### config.mk
export PLATFORM = sky130hd
export DESIGN_NAME = packet_stream_arbiter
export DESIGN_NICKNAME = d
export VERILOG_FILES = /design/src/rtl/pkt_arb_pkg.sv /design/src/rtl/ast_skid_buffer.sv /design/src/rtl/packet_stream_arbiter.sv
export SDC_FILE = /design/constraint.sdc
export NUM_CORES = 1
export LEC_CHECK = 0
export CORE_MARGIN = 1
export CORE_UTILIZATION = 39
export CTS_CLUSTER_SIZE = 10
export DETAILED_ROUTE_END_ITERATION = 8
export PLACE_DENSITY_LB_ADDON = 0.25
export SYNTH_ARGS = -nofsm -noshare
export SYNTH_HDL_FRONTEND = slang
export SYNTH_SLANG_ARGS = --single-unit
### constraint.sdc
create_clock -name clk_i -period 4.8 [get_ports clk_i]
set_input_delay 0.96 -clock clk_i [delete_from_list [all_inputs] [get_ports clk_i]]
set_output_delay 0.96 -clock clk_i [all_outputs]
set_load 0.01 [all_outputs]
### src/rtl/pkt_arb_pkg.sv
// Shared types for the packet arbiter and the classer it feeds:
// beat struct, arbiter FSM states and default stream widths.
package pkt_arb_pkg;

    localparam int PKT_DATA_W  = 64;
    localparam int PKT_EMPTY_W = 3;
    localparam int PKT_N_SRC   = 4;
    localparam int PKT_CH_W    = $clog2(PKT_N_SRC);

    typedef enum logic {
        IDLE   = 1'b0,
        LOCKED = 1'b1
    } arb_state_e;

    typedef struct packed {
        logic [PKT_DATA_W-1:0]  data;
        logic                   sop;
        logic                   eop;
        logic [PKT_EMPTY_W-1:0] empty;
        logic [PKT_CH_W-1:0]    channel;
    } beat_t;

endpackage

### src/rtl/ast_skid_buffer.sv
// Two-entry skid buffer with a registered head; full throughput.
// Ports: clk_i, arst_i, in_valid_i/in_ready_o/in_data_i (push side),
// out_valid_o/out_ready_i/out_data_o (pop side, head entry).
module ast_skid_buffer #(
    parameter int W = 8
) (
    input  logic         clk_i,
    input  logic         arst_i,
    input  logic         in_valid_i,
    output logic         in_ready_o,
    input  logic [W-1:0] in_data_i,
    output logic         out_valid_o,
    input  logic         out_ready_i,
    output logic [W-1:0] out_data_o
);

    logic [W-1:0] head_q;
    logic [W-1:0] tail_q;
    logic [1:0]   count_q;
    logic         push;
    logic         pop;

    assign out_valid_o = (count_q != 2'd0);
    assign out_data_o  = head_q;
    assign pop         = out_valid_o & out_ready_i;
    // A full buffer still accepts when the head leaves this cycle.
    assign in_ready_o  = (count_q != 2'd2) | pop;
    assign push        = in_valid_i & in_ready_o;

    always_ff @(posedge clk_i or posedge arst_i) begin
        if (arst_i) begin
            head_q  <= '0;
            tail_q  <= '0;
            count_q <= 2'd0;
        end else begin
            case (count_q)
                2'd0: begin
                    if (push) begin
                        head_q  <= in_data_i;
                        count_q <= 2'd1;
                    end
                end
                2'd1: begin
                    if (push && pop) begin
                        head_q <= in_data_i;
                    end else if (push) begin
                        tail_q  <= in_data_i;
                        count_q <= 2'd2;
                    end else if (pop) begin
                        count_q <= 2'd0;
                    end
                end
                2'd2: begin
                    if (pop) begin
                        head_q <= tail_q;
                        if (push) begin
                            tail_q <= in_data_i;
                        end else begin
                            count_q <= 2'd1;
                        end
                    end
                end
                default: count_q <= 2'd0;
            endcase
        end
    end

endmodule

### src/rtl/packet_stream_arbiter.sv
// Packet-granular round-robin merge of N_SRC Avalon-ST sources into one
// sink. Ports: src_* per-source streams + src_enable_i mask, ast_* merged
// output with source index on ast_channel_o, err_o sticky SOP-error flags.
module packet_stream_arbiter
    import pkt_arb_pkg::*;
#(
    parameter int N_SRC   = PKT_N_SRC,
    parameter int DATA_W  = PKT_DATA_W,
    parameter int EMPTY_W = PKT_EMPTY_W
) (
    input  logic                       clk_i,
    input  logic                       arst_i,
    input  logic [N_SRC-1:0]           src_valid_i,
    input  logic [N_SRC*DATA_W-1:0]    src_data_i,
    input  logic [N_SRC-1:0]           src_startofpacket_i,
    input  logic [N_SRC-1:0]           src_endofpacket_i,
    input  logic [N_SRC*EMPTY_W-1:0]   src_empty_i,
    output logic [N_SRC-1:0]           src_ready_o,
    input  logic [N_SRC-1:0]           src_enable_i,
    input  logic                       ast_ready_i,
    output logic                       ast_valid_o,
    output logic [DATA_W-1:0]          ast_data_o,
    output logic                       ast_startofpacket_o,
    output logic                       ast_endofpacket_o,
    output logic [EMPTY_W-1:0]         ast_empty_o,
    output logic [$clog2(N_SRC)-1:0]   ast_channel_o,
    output logic [N_SRC-1:0]           err_o
);

    localparam int CH_W = $clog2(N_SRC);

    arb_state_e        state_q, state_d;
    logic [CH_W-1:0]   grant_q, grant_d;
    logic [CH_W-1:0]   rr_ptr_q, rr_ptr_d;
    logic [N_SRC-1:0]  err_q;
    logic [N_SRC-1:0]  cand;
    logic [N_SRC-1:0]  flush;
    logic [CH_W-1:0]   pick;
    logic              push_valid;
    logic              buf_ready;
    logic              buf_valid;
    beat_t             push_beat;
    beat_t             head_beat;

    // First requester at or after ptr, wrapping. Scanning from the far
    // end lets the nearest match overwrite the others.
    function automatic logic [CH_W-1:0] rr_pick(
        input logic [N_SRC-1:0] req,
        input logic [CH_W-1:0]  ptr
    );
        logic [CH_W-1:0] sel;
        sel = ptr;
        for (int i = N_SRC - 1; i >= 0; i--) begin
            int k;
            k = (int'(ptr) + i) % N_SRC;
            if (req[k]) sel = CH_W'(k);
        end
        return sel;
    endfunction

    assign cand = src_valid_i & src_startofpacket_i & src_enable_i;
    assign pick = rr_pick(cand, rr_ptr_q);

    always_ff @(posedge clk_i or posedge arst_i) begin
        if (arst_i) begin
            state_q  <= IDLE;
            grant_q  <= '0;
            rr_ptr_q <= '0;
            err_q    <= '0;
        end else begin
            state_q  <= state_d;
            grant_q  <= grant_d;
            rr_ptr_q <= rr_ptr_d;
            err_q    <= err_q | flush;
        end
    end

    always_comb begin
        state_d     = state_q;
        grant_d     = grant_q;
        rr_ptr_d    = rr_ptr_q;
        src_ready_o = '0;
        flush       = '0;
        push_valid  = 1'b0;
        unique case (state_q)
            IDLE: begin
                // Mid-packet beats with no owner are drained and flagged.
                flush       = src_valid_i & ~src_startofpacket_i;
                src_ready_o = flush;
                if (|cand) begin
                    grant_d = pick;
                    state_d = LOCKED;
                end
            end
            LOCKED: begin
                src_ready_o[grant_q] = buf_ready;
                push_valid           = src_valid_i[grant_q];
                if (push_valid && buf_ready &&
                    src_endofpacket_i[grant_q]) begin
                    state_d  = IDLE;
                    rr_ptr_d = (grant_q == CH_W'(N_SRC - 1)) ?
                               '0 : grant_q + 1'b1;
                end
            end
            default: state_d = IDLE;
        endcase
    end

    always_comb begin
        push_beat.data    = src_data_i[int'(grant_q)*DATA_W +: DATA_W];
        push_beat.sop     = src_startofpacket_i[grant_q];
        push_beat.eop     = src_endofpacket_i[grant_q];
        push_beat.empty   = src_empty_i[int'(grant_q)*EMPTY_W +: EMPTY_W];
        push_beat.channel = grant_q;
    end

    ast_skid_buffer #(
        .W($bits(beat_t))
    ) u_skid (
        .clk_i       (clk_i),
        .arst_i      (arst_i),
        .in_valid_i  (push_valid),
        .in_ready_o  (buf_ready),
        .in_data_i   (push_beat),
        .out_valid_o (buf_valid),
        .out_ready_i (ast_ready_i),
        .out_data_o  (head_beat)
    );

    assign ast_valid_o         = buf_valid;
    assign ast_data_o          = head_beat.data;
    assign ast_startofpacket_o = head_beat.sop;
    assign ast_endofpacket_o   = head_beat.eop;
    assign ast_empty_o         = head_beat.empty;
    assign ast_channel_o       = head_beat.channel;
    assign err_o               = err_q;

endmodule

==> results of run 1 <==
## flip-flops by register name, summed over array words and instances (netlist names)
register / flops
err_o: 4
state_q: 1
u_skid.out_data_o: 71
rr_ptr_q: 2
u_skid.tail_q: 71
u_skid.count_q: 2
grant_q: 2
## layout make-up
class,count,area share [%]
inverters,3,0.116
clock inverters,11,1.22
repair buffers,376,28.9
clock buffers,21,3.54
flip-flops and latches,153,29.5
multi-input cells,344,34.1
diodes,2,0.0385
well taps,275,2.65
## worst max-delay path: stages, from the launching register on
cell and delay (ns):
sky130_fd_sc_hd__dfrtp_4 0.88, sky130_fd_sc_hd__buf_4 0.46, sky130_fd_sc_hd__ha_1 0.27, sky130_fd_sc_hd__a31o_2 0.16, sky130_fd_sc_hd__clkdlybuf4s50_1 0.53
## report_power, final
group	switching, uW	internal (uW)	total (uW)
registers	462	1970	2430
logic	1490	2590	4090
clock network	547	855	1400
## metal layers
layer	global-route usage (%)	vias to the layer above
met3	6.28	25
met4	6.94	0
met1	23.2	3093
met5	0	-
li1	-	2807
met2	36.0	235
## worst max path at each step
| stage | slack [ns] | cells past startpoint | end |
|---|---|---|---|
| floorplan | 1.91 | 1 | err_o[0] |
| global placement | 1.20 | 4 | src_ready_o[1] |
| detailed placement | 1.19 | 4 | src_ready_o[1] |
| CTS | 1.03 | 4 | src_ready_o[3] |
| global route | 0.94 | 4 | src_ready_o[3] |
| finish | 1.11 | 4 | src_ready_o[3] |
## stage by stage
stage | hold WS (ns) | util, %
2_1_floorplan | 0.475 | -
5_1_grt | 0.512 | 61.4
3_5_place_dp | 0.490 | 58.5
3_3_place_gp | 0.483 | 58.5
4_1_cts | 0.504 | 61.4
6_report | 0.499 | 61.4
## cells in the final DEF (no fill, tap or decap), types with 3 or more instances in the layout
cell                              instances
sky130_fd_sc_hd__clkdlybuf4s50_1        366
sky130_fd_sc_hd__mux2_2                 216
sky130_fd_sc_hd__dfrtp_1                151
sky130_fd_sc_hd__mux4_2                  69
sky130_fd_sc_hd__clkbuf_16               17
sky130_fd_sc_hd__buf_4                    9
sky130_fd_sc_hd__nor2_1                   6
sky130_fd_sc_hd__or2_2                    6
sky130_fd_sc_hd__nand2_1                  5
sky130_fd_sc_hd__nor3b_1                  5
sky130_fd_sc_hd__a31o_2                   4
sky130_fd_sc_hd__nand3_1                  4
sky130_fd_sc_hd__ha_1                     4
sky130_fd_sc_hd__inv_6                    4
sky130_fd_sc_hd__mux2i_1                  3
sky130_fd_sc_hd__bufinv_16                3
sky130_fd_sc_hd__clkinv_4                 3
## logic make-up after synthesis
kind of cell | count (synthesis)
mux | 288
buf+inv | 44
simple gates | 33
flops | 153
compound gates | 19
fa+ha+maj | 4
==> flow_metrics.tcl, run 1 <==
set metrics [dict create \
    post-cts-setup-buffers 0 \
    postCtsResizedCells 0 \
    final_area_um2 13000 \
    timing_worst_setup_path_type "flip-flop to output port" \
    grt_overflow 0 \
    placedCellCount 1151 \
    fin_cells 1185 \
    grt_first_pass_wirelength_um 34500 \
    worst_setup_path_startpoint "grant_q[1]" \
    post-layout-total-power_uw 7920 \
    grt_antenna_before_repair 2 \
    yosys_warnings 0 \
    initial_cell_density_of_the_core_pct 40.1 \
    finalWorstPathRequiredPeriod_ns 3.69 \
    synthAdderAreaFrac_pct 0.590 \
    synthMostInstantiatedCell "sky130_fd_sc_hd__mux2_2" \
    post_synth_mux_area_share_pct 47.4 \
    post_synth_num_cell_types 34 \
    clock_latency_ns 0.42 \
    tritoncts_clock_tree "yes" \
    floorplan.die_area_um2 22300 \
    peakVddDrop_v 0.000339 \
    finalHoldViolCount 0 \
    cts-root-to-sink-buffers 2 \
    viasPerCell 5.20 \
    cts_root_buffer "sky130_fd_sc_hd__clkbuf_16" \
    detailroute.via_count 6160 \
    maxCapViolCount 0 \
    layout_cell_share_with_drive_strength_beyond_1_pct 37.7 \
    outcome "complete, no violations" \
    wirelength_met1_um 8380 \
    drcViolationCount 0 \
    io_pins 367 \
    synth_enable_flop_cells 0 \
    final_net_count 1186 \
    rsz0062_at_grt "false" \
    r2r.worst_path.cells 5 \
    numClockSinks 153 \
    fin_tns_setup_ns 0 \
    synth_flop_cell "sky130_fd_sc_hd__dfrtp_1" \
    synth.avg_cell_area_um2 15.7 \
    dp_hpwl_um 16600 \
    seq_area_um2 3840 \
    row_count 53 \
    yosys.area_share.simple_pct 2.14 \
    maximum_fanout_along_the_worst_path 52 \
    hold-path-cell-count 1 \
    number_of_global_route_vias_before_repair 6574 \
    setup_ws_ns 1.11 \
    areaGrowthSynthToFinish_pct 53.4 \
    worstReg2RegEnd "u_skid.tail_q[25]" \
    worst_hold_path_type "flip-flop to flip-flop" \
    xor_and_xnor_fraction_of_the_mapped_netlist_area_pct 0 \
    yosys_register_bits 153 \
    critical_path.startpoint_type "flip-flop" \
    detailroute.wirelength.met2_um 11800 \
    multi_input_comb_area_um2 4430 \
    antenna_left 0 \
    min_delay_worst_endpoint "err_o[1]" \
    die_width_um 149 \
    last_weighted_congestion_value_of_the_routability_driven_placer 0.771 \
    sequential_share_of_the_synthesized_area_pct 45.2 \
    die_h_um 149 \
    clock_skew_ns 0.00980 \
    core_region_area_um2 21200 \
    preCtsSetupSlack_ns 1.19 \
    cts-buffers-inserted 17 \
    h-tree-depth 4 \
    synth_async_sr_flop_share_pct 100 \
    worst_slew_pin_slew_ns 1.05 \
    setup_violations 0 \
    arrival_ns 2.73 \
    main_combinational_cell_family_by_area_after_synthesis "multiplexers" \
    highest_layer "met4" \
    synth_top_area_cell "sky130_fd_sc_hd__dfrtp_1" \
    yosys_top_cell_area_share_pct 45.2 \
    gr-usage-all-layers_pct 20.4 \
    detailed_place.area_um2 12400 \
    grt_max_degree 72 \
    worstHoldStart "err_o[1]" \
    synth_area_leaders "sky130_fd_sc_hd__dfrtp_1, sky130_fd_sc_hd__mux2_2, sky130_fd_sc_hd__mux4_2, sky130_fd_sc_hd__buf_2, sky130_fd_sc_hd__buf_6" \
    rr_startpoint "grant_q[1]" \
    synth_cells 541 \
    slew_violations 0 \
    pwr_density_cell_nw_per_um2 609 \
    synth.cells.most_frequent "sky130_fd_sc_hd__mux2_2, sky130_fd_sc_hd__dfrtp_1, sky130_fd_sc_hd__mux4_2, sky130_fd_sc_hd__buf_2, sky130_fd_sc_hd__clkbuf_1" \
    final_min_period_over_clock_period_pct 76.9 \
    drt-initial-drc-count 184 \
    fmax_mhz 271 \
    cp_data_required_time_ns 3.84 \
    routed_wl_um 22200 \
    reg2reg_setup_slack_ns 1.80 \
    post_cts_hold_buffers 0 \
    fill_cells 1687 \
    drt-wirelength-per-cell_um 18.7 \
    synth_compound_area_share_pct 1.79 \
    route.met3.wl_um 1650 \
    power.static_leakage_uw 0.00511 \
    portBuffers 366 \
    cts.clk_slew.worst_paths_ns 0.06 \
    postSynthNetCount 832 \
    endpoint_kind "output port" \
    detail_route.first_pass.iterations 4 \
    max_slew_margin_pct 29.7 \
    netlist_area_um2 8480 \
]
Power figures use the tool's default switching activity.
==> run 2, diff against run 1 <==
--- a/config.mk
+++ b/config.mk
@@ -6,7 +6,7 @@
 export NUM_CORES = 1
 export LEC_CHECK = 0
 export CORE_MARGIN = 1
-export CORE_UTILIZATION = 39
+export CORE_UTILIZATION = 43
 export CTS_CLUSTER_SIZE = 10
 export DETAILED_ROUTE_END_ITERATION = 8
 export PLACE_DENSITY_LB_ADDON = 0.25
==> constraint.sdc (replaced) <==
create_clock -name clk_i -period 3.73 [get_ports clk_i]
set_input_delay 0.746 -clock clk_i [delete_from_list [all_inputs] [get_ports clk_i]]
set_output_delay 0.746 -clock clk_i [all_outputs]
set_load 0.01 [all_outputs]
==> flow_metrics.tcl, run 2 (same netlist as run 1, synthesis figures left out) <==
set metrics [dict create \
    outcome "complete, no violations" \
    routed_wl_um 22800 \
    maximum_fanout_along_the_worst_path 33 \
    endpoint_kind "output port" \
    fin_tns_setup_ns 0 \
    viasPerCell 5.35 \
    die_width_um 142 \
    grt_max_degree 72 \
    final_min_period_over_clock_period_pct 85.6 \
    pwr_density_cell_nw_per_um2 791 \
    gr-usage-all-layers_pct 23.4 \
    layout_cell_share_with_drive_strength_beyond_1_pct 37.3 \
    peakVddDrop_v 0.000391 \
    power.static_leakage_uw 0.00513 \
    clock_skew_ns 0.0100 \
    dp_hpwl_um 17400 \
    row_count 50 \
    worst_setup_path_startpoint "grant_q[0]" \
    clock_latency_ns 0.42 \
    max_slew_margin_pct 27.5 \
    final_net_count 1186 \
    drt-initial-drc-count 195 \
    arrival_ns 2.45 \
    areaGrowthSynthToFinish_pct 53.4 \
    setup_violations 0 \
    rsz0062_at_grt "false" \
    worst_hold_path_type "flip-flop to flip-flop" \
    h-tree-depth 4 \
    final_core_utilization_pct 68.4 \
    die_h_um 142 \
    layout.cells.most_common_list "sky130_fd_sc_hd__clkdlybuf4s50_1, sky130_fd_sc_hd__mux2_2, sky130_fd_sc_hd__dfrtp_1" \
    reg2reg_setup_slack_ns 1.10 \
    initial_cell_density_of_the_core_pct 44.6 \
    seq_area_um2 3840 \
    cts.clk_slew.worst_paths_ns 0.05 \
    timing_worst_setup_path_type "flip-flop to output port" \
    cts-buffers-inserted 17 \
    core_region_area_um2 19000 \
    worstReg2RegEnd "u_skid.out_data_o[23]" \
    fill_cells 1404 \
    drt-wirelength-per-cell_um 19.5 \
    finalHoldViolCount 0 \
    postCtsResizedCells 0 \
    critical_path.startpoint_type "flip-flop" \
    rr_startpoint "grant_q[0]" \
    worst_slew_pin_slew_ns 1.08 \
    post-cts-setup-buffers 0 \
    number_of_global_route_vias_before_repair 6985 \
    grt_overflow 0 \
    r2r.worst_path.cells 4 \
    cp-endpoint "src_ready_o[2]" \
    post-layout-total-power_uw 10300 \
    cp_data_required_time_ns 2.98 \
    portBuffers 366 \
    detailroute.via_count 6236 \
    drcViolationCount 0 \
    final_area_um2 13000 \
    post_cts_hold_buffers 0 \
    io_pins 367 \
    detail_route.first_pass.iterations 4 \
    detailed_place.area_um2 12400 \
    finalWorstPathRequiredPeriod_ns 3.19 \
    numClockSinks 153 \
    maxCapViolCount 0 \
    slew_violations 0 \
    floorplan.die_area_um2 20300 \
    antenna_left 0 \
    grt_antenna_before_repair 2 \
    multi_input_comb_area_um2 4430 \
    fmax_mhz 313 \
    commonest_non_fill_non_tap_cell_in_the_layout "sky130_fd_sc_hd__clkdlybuf4s50_1" \
    grt_first_pass_wirelength_um 36000 \
    last_weighted_congestion_value_of_the_routability_driven_placer 0.811 \
    cts-root-to-sink-buffers 2 \
    hold-path-cell-count 1 \
    tritoncts_clock_tree "yes" \
    cts_root_buffer "sky130_fd_sc_hd__clkbuf_16" \
]
## run 2: cell types whose count changed in the layout (fill, tap and decap cells not counted), sizes merged
cell / before / now
diode: 2 / 1
clkinv: 3 / 2
bufinv: 3 / 5
inv: 6 / 2
## run 2: worst min-delay path by stage
stage	start	slack [ns]	end
after detailed placement	err_o[2]	0.47	err_o[2]
after CTS	err_o[2]	0.48	err_o[2]
after global placement	err_o[3]	0.47	err_o[3]
after floorplan	u_skid.tail_q[0]	0.48	u_skid.tail_q[0]
final	err_o[2]	0.48	err_o[2]
after global routing	err_o[0]	0.49	err_o[0]
## run 2: through the flow
stage | hold WS (ns) | instances | setup WS [ns]
floorplan | 0.475 | 541 | 1.05
global placement | 0.469 | 1136 | 0.594
detailed placement | 0.465 | 1136 | 0.486
CTS | 0.478 | 1165 | 0.488
global route | 0.491 | 1166 | 0.385
finish | 0.479 | 1166 | 0.537
## run 2: area by class of cell
class,count,area share (%)
well taps,260,2.50
multi-input cells,344,34.0
repair buffers,376,29.0
clock buffers,21,3.46
diodes,1,0.0192
flip-flops and latches,153,29.5
inverters,3,0.115
clock inverters,8,1.32
## run 2: power by group
part           internal [uW]  switching [uW]  total [uW]
Combinational           3340            1960        5300
Sequential              2540             620        3160
Clock                   1190             635        1830
## run 2: routing by layer
layer  GRT usage (%)  up-vias  routed length (um)  part of all wire, %
li1                -     2796                   -                    -
met1            25.2     3146                8280                   36
met2            43.4      250               12300                   54
met3            6.46       42                1670                  7.3
met4            8.60        2                 542                  2.4
met5               0        -                  13                0.057
## run 2: critical path: stages (launching register included)
cell                              delay (ns)
sky130_fd_sc_hd__dfrtp_4                0.82
sky130_fd_sc_hd__inv_1                  0.23
sky130_fd_sc_hd__ha_1                   0.26
sky130_fd_sc_hd__a31o_2                 0.22
sky130_fd_sc_hd__clkdlybuf4s50_1        0.50
==> run 3, diff against run 2 <==
--- a/config.mk
+++ b/config.mk
@@ -6,7 +6,7 @@
 export NUM_CORES = 1
 export LEC_CHECK = 0
 export CORE_MARGIN = 1
-export CORE_UTILIZATION = 43
+export CORE_UTILIZATION = 36
 export CTS_CLUSTER_SIZE = 10
 export DETAILED_ROUTE_END_ITERATION = 8
 export PLACE_DENSITY_LB_ADDON = 0.25
==> flow_metrics.tcl, run 3 (same netlist as run 1, synthesis figures left out) <==
set metrics [dict create \
    hold-path-cell-count 1 \
    final_area_um2 13100 \
    drt-wirelength-per-cell_um 18.3 \
    worstHoldStart "err_o[2]" \
    detailed_place.area_um2 12500 \
    antenna_left 0 \
    grt_max_degree 72 \
    worst_hold_path_type "flip-flop to flip-flop" \
    wirelength_met1_um 8750 \
    core_region_area_um2 22800 \
    io_pins 367 \
    fill_cells 1911 \
    numClockSinks 153 \
    outcome "complete, no violations" \
    fin_cells 1225 \
    final_net_count 1189 \
    layout.cells.most_common_list "sky130_fd_sc_hd__clkdlybuf4s50_1, sky130_fd_sc_hd__mux2_2, sky130_fd_sc_hd__dfrtp_1" \
    pwr_density_cell_nw_per_um2 782 \
    detail_route.first_pass.iterations 4 \
    cp_data_required_time_ns 2.98 \
    commonest_non_fill_non_tap_cell_in_the_layout "sky130_fd_sc_hd__clkdlybuf4s50_1" \
    fmax_mhz 311 \
    detailroute.wirelength.met2_um 11600 \
    critical_path.startpoint_type "input pin" \
    arrival_ns 2.47 \
    rr_startpoint "grant_q[1]" \
    endpoint_kind "output port" \
    drt-initial-drc-count 215 \
    dp_hpwl_um 16500 \
    cts.clk_slew.worst_paths_ns 0.06 \
    post_cts_hold_buffers 0 \
    routed_wl_um 22400 \
    grt_antenna_before_repair 1 \
    last_weighted_congestion_value_of_the_routability_driven_placer 0.751 \
    rsz0062_at_grt "false" \
    finalHoldViolCount 0 \
    clock_latency_ns 0.42 \
    post-cts-setup-buffers 0 \
    final_min_period_over_clock_period_pct 86.1 \
    reg2reg_setup_slack_ns 1.06 \
    areaGrowthSynthToFinish_pct 54.6 \
    portBuffers 366 \
    cts-root-to-sink-buffers 2 \
    floorplan.die_area_um2 24200 \
    r2r.worst_path.cells 5 \
    number_of_global_route_vias_before_repair 6675 \
    die_width_um 155 \
    fin_tns_setup_ns 0 \
    h-tree-depth 4 \
    min_delay_worst_endpoint "err_o[2]" \
    clock_skew_ns 0.00762 \
    setup_violations 0 \
    cts_root_buffer "sky130_fd_sc_hd__clkbuf_16" \
    placedCellCount 1192 \
    viasPerCell 5.09 \
    tritoncts_clock_tree "yes" \
    postCtsResizedCells 0 \
    maximum_fanout_along_the_worst_path 6 \
    slew_violations 0 \
    cts-buffers-inserted 17 \
    fin_hold_ws_ns 0.468 \
    route.met3.wl_um 1710 \
    grt_first_pass_wirelength_um 35400 \
    gr-usage-all-layers_pct 19.2 \
    worst_slew_pin_slew_ns 1.05 \
    maxCapViolCount 0 \
    finalWorstPathRequiredPeriod_ns 3.21 \
    row_count 55 \
    detailroute.via_count 6234 \
    drcViolationCount 0 \
    highest_layer "met4" \
    initial_cell_density_of_the_core_pct 37.1 \
    worstReg2RegEnd "u_skid.out_data_o[13]" \
    die_h_um 155 \
    timing_worst_setup_path_type "input pin to output port" \
    peakVddDrop_v 0.000405 \
    grt_overflow 0 \
    max_slew_margin_pct 30.2 \
    power.static_leakage_uw 0.00514 \
    layout_cell_share_with_drive_strength_beyond_1_pct 38.0 \
]
==> run 3: power breakdown <==
part           switching (uW)  leakage [uW]  internal [uW]
Combinational            1950       0.00304           3350
Clock                     745      0.000298           1070
Sequential                591       0.00180           2530
Total                    3280       0.00514           6960
==> run 3: layout make-up <==
type / instances / area [um2] / area share [%]
inverter: 3 / 15.0 / 0.115
tap: 313 / 392 / 2.99
clock inverter: 14 / 188 / 1.43
sequential: 153 / 3840 / 29.3
clock buffer: 18 / 429 / 3.28
timing repair buffer: 379 / 3810 / 29.1
antenna: 1 / 2.50 / 0.0191
multi-input combinational: 344 / 4430 / 33.8
==> run 3: how the worst max path moves through the flow <==
stage | start | to | slack (ns) | depth (start not counted)
2_1_floorplan | arst_i | err_o[0] | 1.05 | 1
3_3_place_gp | ast_ready_i | src_ready_o[0] | 0.52 | 4
3_5_place_dp | ast_ready_i | src_ready_o[0] | 0.53 | 4
4_1_cts | ast_ready_i | src_ready_o[0] | 0.52 | 4
5_1_grt | ast_ready_i | src_ready_o[0] | 0.46 | 4
6_report | ast_ready_i | src_ready_o[0] | 0.52 | 4
==> run 3: per-layer routing <==
| layer | GRT usage (%) | vias to the layer above |
|---|---|---|
| met3 | 5.71 | 26 |
| met2 | 33.8 | 232 |
| met5 | 0 | - |
| li1 | - | 2811 |
| met1 | 21.9 | 3165 |
| met4 | 6.96 | 0 |
==> run 3: per-stage QoR <==
step	total power, uW	worst slack (ns)	util [%]
after floorplan	6620	1.05	-
after global placement	8450	0.522	54.6
after detailed placement	8550	0.533	54.6
after CTS	10400	0.522	57.3
after global routing	10900	0.460	57.3
final	10200	0.519	57.3
==> run 3: worst max-delay path: stages <==
cell and delay [ns]:
sky130_fd_sc_hd__clkdlybuf4s50_1 0.50, sky130_fd_sc_hd__or2_2 0.43, sky130_fd_sc_hd__a31o_2 0.27, sky130_fd_sc_hd__clkdlybuf4s50_1 0.52
